[config.mk]
export PLATFORM = sky130hd
export DESIGN_NAME = lcd_rx_monitor
export DESIGN_NICKNAME = d
export VERILOG_FILES = /design/src/rtl/lcd_pkg.sv /design/src/rtl/lcd_sync.sv /design/src/rtl/lcd_rx_monitor.sv
export SDC_FILE = /design/constraint.sdc
export NUM_CORES = 1
export LEC_CHECK = 0
export BUFFER_PORTS_ARGS = -buffer_cell sky130_fd_sc_hd__buf_2
export CAP_MARGIN = 30
export CORE_UTILIZATION = 45
export CTS_BUF_LIST = sky130_fd_sc_hd__clkbuf_8
export DETAILED_ROUTE_END_ITERATION = 7
export PLACE_DENSITY = 0.7
export SETUP_SLACK_MARGIN = 0.05
export SLEW_MARGIN = 5
export SYNTH_ARGS = -nofsm -noshare
export SYNTH_HDL_FRONTEND = slang
export SYNTH_SLANG_ARGS = --single-unit
[constraint.sdc]
create_clock -name clk -period 2 [get_ports clk]
set_input_delay 0.1 -clock clk [delete_from_list [all_inputs] [get_ports clk]]
set_output_delay 0.1 -clock clk [all_outputs]
set_load 0.005 [all_outputs]
[src/rtl/lcd_pkg.sv]
// Shared types and constants for the LCD bus receive monitor: FSM states,
// HD44780 command opcodes and DDRAM address wrap points.
package lcd_pkg;

    typedef enum logic [1:0] {
        INIT8   = 2'd0,
        WAIT_HI = 2'd1,
        WAIT_LO = 2'd2
    } lcd_state_e;

    localparam logic [7:0] CMD_CLEAR     = 8'h01;
    localparam logic [7:0] CMD_HOME      = 8'h02;
    localparam logic [7:0] CMD_SET_DDRAM = 8'h80;
    localparam logic [7:0] CMD_FUNC_SET  = 8'h20;

    localparam logic [6:0] ADDR_LINE1_END   = 7'h27;
    localparam logic [6:0] ADDR_LINE2_START = 7'h40;
    localparam logic [6:0] ADDR_LINE2_END   = 7'h67;

    // Post-write cursor advance; only the two line ends wrap, anything else is +1 mod 128
    function automatic logic [6:0] next_addr(input logic [6:0] a);
        if (a == ADDR_LINE1_END)      return ADDR_LINE2_START;
        else if (a == ADDR_LINE2_END) return 7'h00;
        else                          return a + 7'd1;
    endfunction

endpackage

[src/rtl/lcd_sync.sv]
// Two-flop synchronizer for a bundle of asynchronous inputs.
module lcd_sync #(
    parameter int unsigned WIDTH = 1
) (
    input  logic             clk,
    input  logic             reset,
    input  logic [WIDTH-1:0] d,
    output logic [WIDTH-1:0] q
);

    logic [WIDTH-1:0] meta;

    always_ff @(posedge clk or posedge reset) begin
        if (reset) begin
            meta <= '0;
            q    <= '0;
        end else begin
            meta <= d;
            q    <= meta;
        end
    end

endmodule

[src/rtl/lcd_rx_monitor.sv]
// Snoops a 4-bit HD44780 bus, reassembles bytes and tracks the DDRAM address.
// Optional E high-width check enabled by defining LCD_RX_TIMING_CHECK_EN.
module lcd_rx_monitor
    import lcd_pkg::*;
#(
    parameter int unsigned E_MIN_HIGH  = 12,
    parameter int unsigned NIB_TIMEOUT = 1000
) (
    input  logic       clk,
    input  logic       reset,
    input  logic [3:0] lcd_d,
    input  logic       lcd_e,
    input  logic       lcd_rs,
    input  logic       lcd_rw,
    output logic [7:0] byte_out,
    output logic       byte_rs,
    output logic       byte_valid,
    output logic [6:0] char_addr,
    output logic       mode_4bit,
    output logic       desync_err,
    output logic       timing_err
);

    localparam int unsigned TMO_W = $clog2(NIB_TIMEOUT + 1);

    localparam logic [1:0] S_INIT8   = 2'(INIT8);
    localparam logic [1:0] S_WAIT_HI = 2'(WAIT_HI);
    localparam logic [1:0] S_WAIT_LO = 2'(WAIT_LO);

    logic [6:0] sync_q;
    logic [3:0] d_d;
    logic       e_d, rs_d, rw_d;
    logic       e_s;
    logic       e_fall, strobe;
    logic [7:0] assembled;

    logic [1:0]       state_q, state_d;
    logic [3:0]       hi_q, hi_d;
    logic             hi_rs_q, hi_rs_d;
    logic [TMO_W-1:0] tmo_q, tmo_d;
    logic [6:0]       addr_q, addr_d;
    logic [7:0]       byte_out_d;
    logic             byte_rs_d, byte_valid_d, mode_d, desync_d;
    logic [6:0]       char_addr_d;

    lcd_sync #(.WIDTH(7)) u_sync (
        .clk   (clk),
        .reset (reset),
        .d     ({lcd_rw, lcd_rs, lcd_e, lcd_d}),
        .q     (sync_q)
    );

    assign e_s = sync_q[4];

    // One-cycle-old copy: edge detect and the bus values captured with it
    always_ff @(posedge clk or posedge reset) begin
        if (reset) begin
            d_d  <= '0;
            e_d  <= 1'b0;
            rs_d <= 1'b0;
            rw_d <= 1'b0;
        end else begin
            d_d  <= sync_q[3:0];
            e_d  <= e_s;
            rs_d <= sync_q[5];
            rw_d <= sync_q[6];
        end
    end

    assign e_fall    = e_d & ~e_s;
    assign strobe    = e_fall & ~rw_d;
    assign assembled = {hi_q, d_d};

    always_ff @(posedge clk or posedge reset) begin
        if (reset) begin
            state_q    <= S_INIT8;
            hi_q       <= '0;
            hi_rs_q    <= 1'b0;
            tmo_q      <= '0;
            addr_q     <= '0;
            byte_out   <= '0;
            byte_rs    <= 1'b0;
            byte_valid <= 1'b0;
            char_addr  <= '0;
            mode_4bit  <= 1'b0;
            desync_err <= 1'b0;
        end else begin
            state_q    <= state_d;
            hi_q       <= hi_d;
            hi_rs_q    <= hi_rs_d;
            tmo_q      <= tmo_d;
            addr_q     <= addr_d;
            byte_out   <= byte_out_d;
            byte_rs    <= byte_rs_d;
            byte_valid <= byte_valid_d;
            char_addr  <= char_addr_d;
            mode_4bit  <= mode_d;
            desync_err <= desync_d;
        end
    end

    always_comb begin
        state_d      = state_q;
        hi_d         = hi_q;
        hi_rs_d      = hi_rs_q;
        tmo_d        = tmo_q;
        addr_d       = addr_q;
        byte_out_d   = byte_out;
        byte_rs_d    = byte_rs;
        byte_valid_d = 1'b0;
        char_addr_d  = char_addr;
        mode_d       = mode_4bit;
        desync_d     = 1'b0;

        case (state_q)
            S_INIT8: begin
                if (strobe && !rs_d && d_d == 4'h2) begin
                    state_d = S_WAIT_HI;
                    mode_d  = 1'b1;
                end
            end
            S_WAIT_HI: begin
                if (strobe) begin
                    hi_d    = d_d;
                    hi_rs_d = rs_d;
                    tmo_d   = '0;
                    state_d = S_WAIT_LO;
                end
            end
            S_WAIT_LO: begin
                if (strobe && rs_d == hi_rs_q) begin
                    byte_out_d   = assembled;
                    byte_rs_d    = rs_d;
                    byte_valid_d = 1'b1;
                    state_d      = S_WAIT_HI;
                    if (rs_d) begin
                        char_addr_d = addr_q;
                        addr_d      = next_addr(addr_q);
                    end else if ((assembled & CMD_SET_DDRAM) != 8'h00) begin
                        addr_d = assembled[6:0];
                    end else if (assembled == CMD_CLEAR || assembled[7:1] == CMD_HOME[7:1]) begin
                        addr_d = '0;
                    end else if (assembled[7:5] == CMD_FUNC_SET[7:5] && assembled[4]) begin
                        // 8-bit function set: host is re-initialising the panel
                        state_d = S_INIT8;
                        mode_d  = 1'b0;
                    end
                end else if (strobe) begin
                    // RS flipped mid-byte: treat this nibble as a fresh upper half
                    desync_d = 1'b1;
                    hi_d     = d_d;
                    hi_rs_d  = rs_d;
                    tmo_d    = '0;
                end else if (tmo_q == TMO_W'(NIB_TIMEOUT)) begin
                    desync_d = 1'b1;
                    state_d  = S_WAIT_HI;
                end else begin
                    tmo_d = tmo_q + TMO_W'(1);
                end
            end
            default: state_d = S_INIT8;
        endcase
    end

`ifdef LCD_RX_TIMING_CHECK_EN
    localparam int unsigned EW_W = $clog2(E_MIN_HIGH + 1);

    logic [EW_W-1:0] e_cnt;

    // Saturating count of synchronized E high cycles, sampled at the falling edge
    always_ff @(posedge clk or posedge reset) begin
        if (reset) begin
            e_cnt      <= '0;
            timing_err <= 1'b0;
        end else begin
            if (!e_s)                             e_cnt <= '0;
            else if (e_cnt != EW_W'(E_MIN_HIGH))  e_cnt <= e_cnt + EW_W'(1);
            timing_err <= strobe && (e_cnt < EW_W'(E_MIN_HIGH));
        end
    end
`else
    assign timing_err = 1'b0;
`endif

endmodule

# [Word level (Yosys, flattened, before mapping)]
# Cells that the tools add are included.
[word_totals] inputBits=9 output_inout_bits=20 elab_cells=100 reg_bits=64
[op_classes] add_sub_neg=2 n_bitwise=4 n_reduce_logical=17 n_eq_ne=21 mux=39
[ops] op="2-to-1 mux 10 bit" count=4
[ops] op="2-to-1 mux 7 bit" count=5
[ops] op="one-hot mux 10 bit (2 select lines)" count=1
[ops] op="2-to-1 mux 1 bit" count=18
[ops] op="!= test 2 bit (second input constant)" count=8
[ops] op="adder 10 x 1 -> 10 bit (second input constant)" count=1
[ops] op="equality test 10 bit (second input constant)" count=1
[ops] op="2-to-1 mux 2 bit" count=5
[ops] op="!= test 3 bit (second input constant)" count=3
[ops] op="equality test 8 x 1 -> 1 bit (second input constant)" count=1
[ops] op="2-to-1 mux 4 bit" count=2
[ops] op="one-hot mux 4 bit (2 select lines)" count=1
[ops] op="AND reduction 4 bit" count=2
[ops] op="adder 7 x 1 -> 7 bit (second input constant)" count=1
[ops] op="equality test 7 x 1 -> 1 bit (second input constant)" count=1
[ops] op="equality test 7 x 6 -> 1 bit (second input constant)" count=1
[ops] op="equality test 7 bit (second input constant)" count=1
[ops] op="AND reduction 7 bit" count=1
[ops] op="one-hot mux 2 bit (3 select lines)" count=1
[ops] op="AND reduction 3 bit" count=2
[ops] op="equality test 4 x 2 -> 1 bit (second input constant)" count=1
[ops] op="logical AND 1 bit" count=4
[ops] op="one-hot mux 1 bit (2 select lines)" count=2
[ops] op="AND reduction 2 bit" count=2
[ops] op="11 further kinds" count=14

# [Logic depth before layout (Yosys ltp)]
# Gate-level depths: netlist (run 1).
[depth] depth_word=8 depth_mapped=7 mapped_depth_nobuf=6

# [Modules after synthesis]
# Synthesis (run 1) repeated with hierarchy kept, for this count alone.
[hier_totals] cells_unflattened=232 area_unflattened_um2=2657.5
[modules_own_cells] mod="lcd_rx_monitor" instances=1 cells_per_inst=217 seq_area_each_um2=1251.2 area_each_um2=2303.5
[modules_own_cells] mod="lcd_sync" instances=1 cells_per_inst=15 seq_area_each_um2=350.3 area_each_um2=354.1

# [Worst setup path before layout (run 1)]
# OpenSTA, ideal clock, no wires.
[synth_path] path_kind="register to register" from="register u_sync.q[4]" to="register addr_q[5]" t_required_ns=1.877 slack_ns=0.162 setup_time_ns=0.123 n_path_buf=2 stages_incl_launch_ff=8 synth_period_minus_slack_ns=1.838 t_arrival_ns=1.715 cell_sequence="dfrtp_1 -> or3b_1 -> buf_2 -> or3_4 -> a21o_1 -> buf_6 -> o21ai_1 -> o21ai_1"
[synth_via] elab_chain_len=5
[synth_rtl] element="from (decl)" line="lcd_sync.sv:8" rtl="output logic [WIDTH-1:0] q"
[synth_rtl] element="from (signal assigned)" line="lcd_sync.sv:19" rtl="q <= meta;"
[synth_rtl] element="inverter 1 bit" line="lcd_rx_monitor.sv:70" rtl="assign e_fall = e_d & ~e_s;"
[synth_rtl] element="bitwise AND 1 bit" line="lcd_rx_monitor.sv:70"
[synth_rtl] element="bitwise AND 1 bit" line="lcd_rx_monitor.sv:71" rtl="assign strobe = e_fall & ~rw_d;"
[synth_rtl] element="logical AND 1 bit" line="lcd_rx_monitor.sv:131" rtl="if (strobe && rs_d == hi_rs_q) begin"
[synth_rtl] element="AND reduction 3 bit (no line)"
[synth_rtl] element="to (signal assigned)" line="lcd_rx_monitor.sv:92" rtl="addr_q <= addr_d;"
[synth_rtl] element="to (decl)" line="lcd_rx_monitor.sv:41" rtl="logic [6:0] addr_q, addr_d;"
# Every way passes these cells.
# A chain may end at the register's enable or synchronous reset.

# [Worst setup path in the final report (run 1)]
[layout_path] from="register u_sync.q[4]" to="register addr_q[4]"
# The elaborated chain is that of the path after synthesis.

==> results.md, run 1 <==
* Run status: finished clean
* Root Driver: sky130_fd_sc_hd__clkbuf_8
* Worst vdd rail ir drop at 596.1 uV
* Count of buffer and inverter cells on the critical path at 0
* Pwr/cell area at 948.8 nW/um2
* Post-synth top flop: sky130_fd_sc_hd__dfrtp_1
* Initial antenna violation count at 0
* Largest cells by area after synthesis: sky130_fd_sc_hd__dfrtp_1, sky130_fd_sc_hd__nand2_1, sky130_fd_sc_hd__mux2_2
* Global-route usage over all layers at 0.1832
* Critical path arrival at 2.05 ns
* Post-synthesis net count at 259
* Cell-internal power at 0.002068 W
* Part of the total power dissipated in the clock network at 0.318
* Clock edge transition at the registers on the reported setup and hold paths at 0.07 ns
* Vias per std cell at 5.239
* DRC marker count from the first detailed-route iteration at 95
* Net load switching power at 0.0009091 W
* Number of placed instances, taps included at 348
* Critical Path Start Type: flop
* Worst Skew at 0.008630 ns
* Cell count after synthesis at 247
* Iteration count of the initial detailed-routing pass at 4
* Top post-synthesis cells by count: sky130_fd_sc_hd__dfrtp_1, sky130_fd_sc_hd__nand2_1, sky130_fd_sc_hd__nor2_1, sky130_fd_sc_hd__nand3_1
* Clock period minus worst slack at 1.827 ns
* Number of CTS-inserted buffers at 9
* Hold/Removal Path Class: in -> async
* Slowest cell on crit path: sky130_fd_sc_hd__dfrtp_1
* Post-Syn Area at 2620 um2
* Number of synthesized flops with an enable pin at 0
* Number of synthesized register bits at 64
* Pins over their slew limit at 0
* P_leak at 1.522 nW
* Slowest stage delay, CP at 0.40 ns
* Largest net degree at the start of global routing at 41
* Layout cells sized above 1 at 0.2233
* Count leader, synth: sky130_fd_sc_hd__dfrtp_1
* I/O pin count at 29
* Number of violations of the max-capacitance limit at 0
* Sequential share of power at 0.542
* Non-Filler Instances at 372
* Syn_area_per_cell at 10.61 um2
* Number of global-route vias before repair at 1905
* Antenna-violating nets left at 0
* Number of buffer cells added on primary ports at 27
* Highest net fanout along the worst path at 12
* Maximum achievable frequency at 547.3 MHz
* Path type of the worst setup path: reg -> reg
* TritonCTS clock tree: built
* Fraction of registers with async set/reset at 1.000
* Synth-to-Final Area Change at 19.77%
* Kind of end point of the critical path: flop
* Switching portion of total power at 0.3053
* Die outline area at 6132 um2
* Post-synthesis cell type count at 48
* Post-DP HPWL at 3337 um
* Area share of the leading cell type in the synthesized netlist at 0.6113
* Number of H-tree branching levels at 3
* Post-CTS setup repair buffer count at 0
* Most area-hungry cell type in the Yosys netlist: sky130_fd_sc_hd__dfrtp_1
* Net count reported at finish at 307
* Critical Path RT at 2.22 ns
* Placement row count at 27
* Std-Cell Core Area at 5574 um2
* Global-route wire length before repair at 8535 um
* Count of yosys warnings during synthesis at 0
* Cell class contributing the biggest share of worst-path delay: simple AND/OR/NAND/NOR gates
* Unrepaired setup endpoints after global routing: yes
* Final-layout worst hold slack at 0.3457 ns
* Relative slew slack at 0.6459
* Register area share after synthesis at 0.6113
* Residual DRC count at 0
* Inserted Diodes at 0
* Final cycle utilization of the critical path at 0.9136
* Worst Max-Slew Pin Slew at 0.5303 ns
* Effective utilization at floorplan at 0.4700
* Setup TNS at 0 ns
* Filler cell count at 491
* Number of failing hold endpoints at the final stage at 0
* Vert. Die Dim at 78.31 um
* Power share of the combinational group at 0.141
* Global route total overflow at 0
* Number of buffers on the longest clock path at 2
* Insertion delay of the later-clocked pin in the worst-skew pair at 0.34 ns
* Setup-violating endpoint count in the final report at 0
* Wire length reported by the detailed router at 4904 um
* Crit path cell chain: or3b_1, or3_4, a21o_2, a221oi_1, nor2_1
* Overall die width at 78.31 um
* Routed wire per std cell at 13.18 um
* Total via count in the routed design at 1949
* Clock sink count at 64
* Routability cong. at 0.8401
[final cells by class]
type / count / area [um2] / area share
inverter: 10 / 37.54 / 0.01196
multi-input combinational: 165 / 933.4 / 0.2974
sequential: 64 / 1602 / 0.5104
timing repair buffer: 45 / 302.8 / 0.09649
clock inverter: 7 / 48.80 / 0.01555
tap: 72 / 90.09 / 0.02871
clock buffer: 9 / 123.9 / 0.03947
[worst reg2reg max path, delay by kind of cell (launching register included)]
kind	cells	cell delay (ns)
AND/OR/NAND/NOR	3	0.82
AO/OA/AOI/OAI	2	0.50
flip-flops	1	0.40
[sequential cells by signal, summed over array words and instances (netlist names), 2 cells and up]
signal       flops
byte_out         8
addr_q           7
char_addr        7
u_sync.q         7
state_q          2
u_sync.meta      7
d_d              4
tmo_q           10
hi_q             4
[path summary, 6_finish.rpt]
path	endpoint	slack [ns]	from	depth (start not counted)
worst max-delay path	addr_q[4]	0.17	u_sync.q[4]	5
worst min-delay path	byte_out[4]	0.35	reset	3
worst max register to register	addr_q[4]	0.17	u_sync.q[4]	5
worst min register to register	u_sync.q[5]	0.35	u_sync.meta[5]	0
max in group asynchronous	u_sync.meta[0]	1.07	reset	4
min in group clk	u_sync.q[5]	0.35	u_sync.meta[5]	0
[logic make-up after synthesis]
| family | share of synthesized area |
|---|---|
| simple gates | 0.2015 |
| flops | 0.6113 |
| compound gates | 0.09790 |
| buf+inv | 0.03295 |
| mux | 0.03391 |
| fa+ha+maj | 0.01433 |
| xor+xnor | 0.006687 |
| other cells | 0.001431 |
[stage by stage]
step	total power [W]	cell area, um2	setup WS (ns)	utilization
after global routing	0.003158	3138	0.03401	0.5630
final	0.002977	3138	0.1728	0.5630
after floorplan	0.001879	2620	0.1621	-
after CTS	0.003013	3137	0.1129	0.5627
after detailed placement	0.002042	2884	0.1241	0.5174
after global placement	0.002024	2884	0.1343	0.5174
[power groups by stage]
stage / Clock, W / Sequential [W] / Combinational, W
floorplan: 0 / 0.00158 / 0.000302
global placement: 0 / 0.00162 / 0.000399
detailed placement: 0 / 0.00163 / 0.000412
CTS: 0.000981 / 0.00161 / 0.000427
global route: 0.00104 / 0.00163 / 0.000489
finish: 0.000945 / 0.00161 / 0.000420
[what timing repair did]
action,in CTS,in global routing
endpoints found under the hold margin,31,0
hold buffers,8,0
endpoints found under the setup margin,0,4
resized for setup,0,2
[routing by layer]
layer / track usage / share of wire
met5: 0 / 0
met2: 0.2772 / 0.46
met4: 0.1111 / 0.025
met3: 0.06628 / 0.042
met1: 0.2232 / 0.47
[cell usage in the layout, fill, tap and decap left out, types with 3 or more instances in the layout]
master                          netlist  layout
sky130_fd_sc_hd__nand2b_1             3       3
sky130_fd_sc_hd__mux2_2               7       7
sky130_fd_sc_hd__nor3_1               4       4
sky130_fd_sc_hd__nor2_1              12      12
sky130_fd_sc_hd__clkbuf_8             0       9
sky130_fd_sc_hd__or4_1                3       3
sky130_fd_sc_hd__buf_2                3      27
sky130_fd_sc_hd__dfrtp_1             64      64
sky130_fd_sc_hd__o211ai_1             3       3
sky130_fd_sc_hd__dlygate4sd3_1        0       8
sky130_fd_sc_hd__nand2_1             57      57
sky130_fd_sc_hd__ha_1                 3       3
sky130_fd_sc_hd__o21ai_1              4       4
sky130_fd_sc_hd__or3_1                3       3
sky130_fd_sc_hd__nand3_1             11      11
sky130_fd_sc_hd__a21oi_1              9       9
sky130_fd_sc_hd__buf_4                2       9
sky130_fd_sc_hd__clkinvlp_4           0       4
sky130_fd_sc_hd__o21ai_0              7       7
sky130_fd_sc_hd__nand4_1              3       3
sky130_fd_sc_hd__inv_1                9       8
sky130_fd_sc_hd__o22ai_1              4       4
No activity file was read; power rests on OpenSTA's default activity.
==> inputs of run 2 (changes only) <==
Settings changed: PLACE_DENSITY 0.7 to 0.64.
==> run 2 against run 1 <==
First-iteration DRC count is 26% lower. Total power grew 15%. Wire length increased by 7.5%.
==> results.md, run 2 (synthesis results as in run 1) <==
* Run status: finished clean
* Slowest cell on crit path: sky130_fd_sc_hd__or3b_1
* Setup-violating endpoint count in the final report at 0
* Number of buffers on the longest clock path at 2
* Largest net degree at the start of global routing at 42
* Commonest non-fill, non-tap cell in the layout: sky130_fd_sc_hd__dfrtp_1
* Critical Path Start Type: flop
* Number of buffer cells added on primary ports at 27
* Worst vdd rail ir drop at 503.2 uV
* Vert. Die Dim at 78.31 um
* Post-DP HPWL at 3466 um
* I/O pin count at 29
* Inserted Diodes at 0
* DRC marker count from the first detailed-route iteration at 70
* Initial antenna violation count at 0
* Worst Skew at 0.006724 ns
* Path type of the worst setup path: reg -> reg
* Global route total overflow at 0
* Synth-to-Final Area Change at 23.02%
* Effective utilization at floorplan at 0.4700
* Crit path cell chain: or3b_1, or3_4, a21o_2, a221oi_2, nor2_1
* Net count reported at finish at 307
* Iteration count of the initial detailed-routing pass at 4
* Relative slew slack at 0.6528
* TritonCTS clock tree: built
* Number of CTS-inserted buffers at 9
* Highest net fanout along the worst path at 12
* Number of violations of the max-capacitance limit at 0
* Residual DRC count at 0
* Final cycle utilization of the critical path at 0.9103
* Number of global-route vias before repair at 1883
* P_leak at 1.575 nW
* Pins over their slew limit at 0
* Root Driver: sky130_fd_sc_hd__clkbuf_8
* Critical Path RT at 2.23 ns
* Slowest stage delay, CP at 0.40 ns
* Number of H-tree branching levels at 3
* Hold/Removal Path Class: in -> async
* Die outline area at 6132 um2
* Clock period minus worst slack at 1.821 ns
* Layout cells sized above 1 at 0.2267
* Most used cells in the layout excluding fill and tap cells: sky130_fd_sc_hd__dfrtp_1, sky130_fd_sc_hd__nand2_1, sky130_fd_sc_hd__buf_2, sky130_fd_sc_hd__nor2_1, sky130_fd_sc_hd__nand3_1
* Unrepaired setup endpoints after global routing: no
* Global-route usage over all layers at 0.1946
* Pwr/cell area at 1059 nW/um2
* Overall die width at 78.31 um
* Routability cong. at 0.8099
* Worst Max-Slew Pin Slew at 0.5197 ns
* Vias per std cell at 5.258
* Clock sink count at 64
* Placement row count at 27
* Clock edge transition at the registers on the reported setup and hold paths at 0.07 ns
* Share of the core filled with cells at 0.5782
* Insertion delay of the later-clocked pin in the worst-skew pair at 0.35 ns
* Antenna-violating nets left at 0
* Maximum achievable frequency at 549.3 MHz
* Registers with the highest flip-flop counts: tmo_q (10), byte_out (8)
* Setup TNS at 0 ns
* Critical path arrival at 2.05 ns
* Wire length reported by the detailed router at 5271 um
* Reg with most FFs: tmo_q
* Total via count in the routed design at 1956
* Flip-flop count of the largest register, all copies and words added at 10
* Kind of end point of the critical path: flop
* Routed wire per std cell at 14.17 um
* Std-Cell Core Area at 5574 um2
* Global-route wire length before repair at 8873 um
* Number of failing hold endpoints at the final stage at 0
* Path depth of the worst reg2reg path at 5
==> run 2: timing repair <==
item	CTS	global route
setup buffers	0	0
hold buffers	8	0
endpoints found under the hold margin	30	0
setup endpoints to repair	0	3
resized for setup	0	4
==> run 2: final timing paths <==
path	to	start	slack [ns]
worst max-delay path	addr_q[4]	u_sync.q[4]	0.18
max in group asynchronous	char_addr[6]	reset	1.09
worst min register to register	u_sync.q[2]	u_sync.meta[2]	0.35
min in group clk	u_sync.q[2]	u_sync.meta[2]	0.35
worst max register to register	addr_q[4]	u_sync.q[4]	0.18
worst min-delay path	byte_valid	reset	0.33
==> run 2: cell type report <==
cell class | count | area [um2]
clock buffer | 10 | 137.6
clock inverter | 6 | 107.6
fill | 479 | 2351
inverter | 10 | 37.54
multi-input combinational | 165 | 945.9
sequential | 64 | 1602
tap | 72 | 90.09
timing repair buffer | 45 | 302.8
==> run 2: per-stage QoR <==
step	setup WS, ns	instance area (um2)	cells	hold WS [ns]	total power [W]
after floorplan	0.1621	2620	247	0.1314	0.001879
after global placement	0.1399	2884	348	0.1588	0.002029
after detailed placement	0.1101	2884	348	0.1641	0.002054
after CTS	0.06026	3209	372	0.3394	0.003436
after global routing	0.08041	3223	372	0.3535	0.003570
final	0.1794	3223	372	0.3305	0.003413
==> run 2: report_power, final <==
group	internal (W)	switching [W]	total [W]	leakage (nW)
sequential	0.00144	0.000176	0.00162	0.833
combinational	0.000183	0.000250	0.000433	0.615
clock	0.000857	0.000505	0.00136	0.128
total	0.00248	0.000932	0.00341	1.58
==> run 2: worst max-delay path: cells and delay by family (launching register included) <==
family / cells / cell delay (ns)
AND/OR/NAND/NOR: 3 / 0.82
AO/OA/AOI/OAI: 2 / 0.49
flip-flops: 1 / 0.39
==> run 2: metal layers <==
| metal | track usage | wire (um) | vias to the layer above |
|---|---|---|---|
| met5 | 0 | 0 | - |
| met4 | 0.1130 | 138 | 0 |
| met3 | 0.05465 | 201 | 13 |
| met2 | 0.2886 | 2407 | 43 |
| met1 | 0.2552 | 2524 | 952 |
| li1 | - | - | 948 |
==> inputs of run 3 (changes only) <==
Settings changed: BUFFER_PORTS_ARGS -buffer_cell sky130_fd_sc_hd__buf_2 to -buffer_cell sky130_fd_sc_hd__buf_4, HOLD_SLACK_MARGIN set to 0.12.
==> run 3 against run 2 <==
First-iteration DRC count increased by 37%. Largest cell class unchanged. Highest routed layer unchanged. Utilization grew 0.81 points. Worst hold slack improved by 0.012 ns. Wire length down 0.99%. Largest power group unchanged. Register-to-register slack barely moved. Sequential share of layout area fell by 0.68 points. Die area unchanged. Via count shrank 0.77%. Design area rose by 1.4%. Global-route usage is 0.82 points higher.
==> results.md, run 3 (synthesis results as in run 1) <==
* Initial antenna violation count at 0
* Hold/Removal Path Class: reg -> reg
* Synth-to-Final Area Change at 24.74%
* Global route total overflow at 0
* Setup TNS at 0 ns
* Inserted Diodes at 0
* Wire length reported by the detailed router at 5219 um
* Antenna-violating nets left at 0
* Global-route usage over all layers at 0.2028
* Number of buffers on the longest clock path at 2
* Slowest cell on crit path: sky130_fd_sc_hd__or3b_1
* Global-route wire length before repair at 9094 um
* Worst Max-Slew Pin Slew at 0.5900 ns
* Placement row count at 27
* Total power at 0.003275 W
* Number of failing hold endpoints at the final stage at 0
* Residual DRC count at 0
* Relative slew slack at 0.6061
* Vert. Die Dim at 78.31 um
* P_leak at 1.566 nW
* Highest net fanout along the worst path at 12
* Number of buffer cells added on primary ports at 27
* R2r startpoint: u_sync.q[4]
* Filler cell count at 498
* Net count reported at finish at 308
* Worst vdd rail ir drop at 526.2 uV
* Overall die width at 78.31 um
* Number of H-tree branching levels at 3
* Slowest stage delay, CP at 0.41 ns
* Share of the core filled with cells at 0.5863
* RR Endpoint: addr_q[4]
* Routed wire per std cell at 13.99 um
* Kind of end point of the critical path: flop
* Reg with most FFs: tmo_q
* Critical Path Start Type: flop
* Unrepaired setup endpoints after global routing: no
* Crit. path cell count at 5
* Flip-flop count of the largest register, all copies and words added at 10
* Count of buffer and inverter cells on the critical path at 0
* Worst setup endpoint: addr_q[4]
* Layout cells sized above 1 at 0.2259
* Path type of the worst setup path: reg -> reg
* Crit path cell chain: or3b_1, or3_4, a21o_2, a221oi_1, nor2_1
* Placed standard-cell area at 2959 um2
* Effective utilization at floorplan at 0.4700
* Clock sink count at 64
* Path depth of the worst reg2reg path at 5
* Number of violations of the max-capacitance limit at 0
* Flop2flop setup slack at 0.17 ns
* Commonest non-fill, non-tap cell in the layout: sky130_fd_sc_hd__dfrtp_1
* Run status: finished clean
* Critical Path RT at 2.23 ns
* Critical path arrival at 2.06 ns
* Post-CTS setup repair buffer count at 0
* Pwr/cell area at 1002 nW/um2
* Vias per std cell at 5.204
* I/O pin count at 29
* Pins over their slew limit at 0
* Registers with the highest flip-flop counts: tmo_q (10), byte_out (8)
* Largest net degree at the start of global routing at 28
* Post-DP HPWL at 3578 um
* Clock period minus worst slack at 1.832 ns
* Root Driver: sky130_fd_sc_hd__clkbuf_8
* Total via count in the routed design at 1941
* Number of CTS-inserted buffers at 9
* Most used cells in the layout excluding fill and tap cells: sky130_fd_sc_hd__dfrtp_1, sky130_fd_sc_hd__nand2_1, sky130_fd_sc_hd__buf_4, sky130_fd_sc_hd__nor2_1, sky130_fd_sc_hd__nand3_1
* Cell class contributing the biggest share of worst-path delay: simple AND/OR/NAND/NOR gates
* Number of global-route vias before repair at 1906
* Die outline area at 6132 um2
* Post-route cell area at 3268 um2
* TritonCTS clock tree: built
* Final-layout worst hold slack at 0.3427 ns
* Routability cong. at 0.8505
* Clock edge transition at the registers on the reported setup and hold paths at 0.07 ns
* Std-Cell Core Area at 5574 um2
* Worst setup startpoint: u_sync.q[4]
* Worst Skew at 0.006045 ns
* Maximum achievable frequency at 545.8 MHz
* Iteration count of the initial detailed-routing pass at 4
* Final cycle utilization of the critical path at 0.9161
* Setup-violating endpoint count in the final report at 0
* Insertion delay of the later-clocked pin in the worst-skew pair at 0.34 ns
* DRC marker count from the first detailed-route iteration at 96
==> run 3: changes by cell type in the layout (fill, tap and decap cells not counted), sizes merged <==
cell	delta
bufinv	-1
buf	+1
clkinvlp	+2
clkinv	-1
==> run 3: worst min-delay path by stage <==
stage	start	to	cells past startpoint
3_5_place_dp	reset	byte_out[7]	2
3_3_place_gp	reset	byte_out[7]	2
2_1_floorplan	lcd_d[0]	u_sync.meta[0]	0
4_1_cts	u_sync.q[3]	d_d[3]	0
5_1_grt	u_sync.meta[3]	u_sync.q[3]	0
6_report	u_sync.q[2]	d_d[2]	0
==> run 3: per-stage QoR <==
step	worst slack, ns	std cells
2_1_floorplan	0.1621	247
3_5_place_dp	0.1182	349
6_report	0.1678	373
4_1_cts	0.1092	373
3_3_place_gp	0.1500	349
5_1_grt	0.1059	373
==> run 3: worst reg2reg max path: stages, from the launching register on <==
cell and delay, ns:
sky130_fd_sc_hd__dfrtp_1 0.39, sky130_fd_sc_hd__or3b_1 0.41, sky130_fd_sc_hd__or3_4 0.34, sky130_fd_sc_hd__a21o_2 0.28
sky130_fd_sc_hd__a221oi_1 0.22, sky130_fd_sc_hd__nor2_1 0.07
==> run 3: layout make-up <==
cell class	count	area, um2	area share
inverter	10	37.54	0.01149
clock inverter	6	83.83	0.02565
clock buffer	10	137.6	0.04211
tap	72	90.09	0.02757
multi-input combinational	165	939.7	0.2875
timing repair buffer	46	377.9	0.1156
sequential	64	1602	0.4900
==> run 3: per-layer routing <==
metal / vias up / global-route usage / wire, um
met1: 945 / 0.2492 / 2317
met4: 0 / 0.08148 / 94
met5: - / 0 / 0
li1: 946 / - / -
met3: 10 / 0.09884 / 247
met2: 40 / 0.3053 / 2559
==> run 3: repair_timing <==
item	in CTS	in global routing
endpoints found under the setup margin	0	2
resized for setup	0	2
hold buffers	8	0
hold endpoints to repair	32	0
==> run 3: power by group <==
part	switching (W)	total [W]	internal [W]
clock	0.000484	0.00121	0.000728
sequential	0.000182	0.00162	0.00144
combinational	0.000241	0.000439	0.000198
total	0.000907	0.00327	0.00237
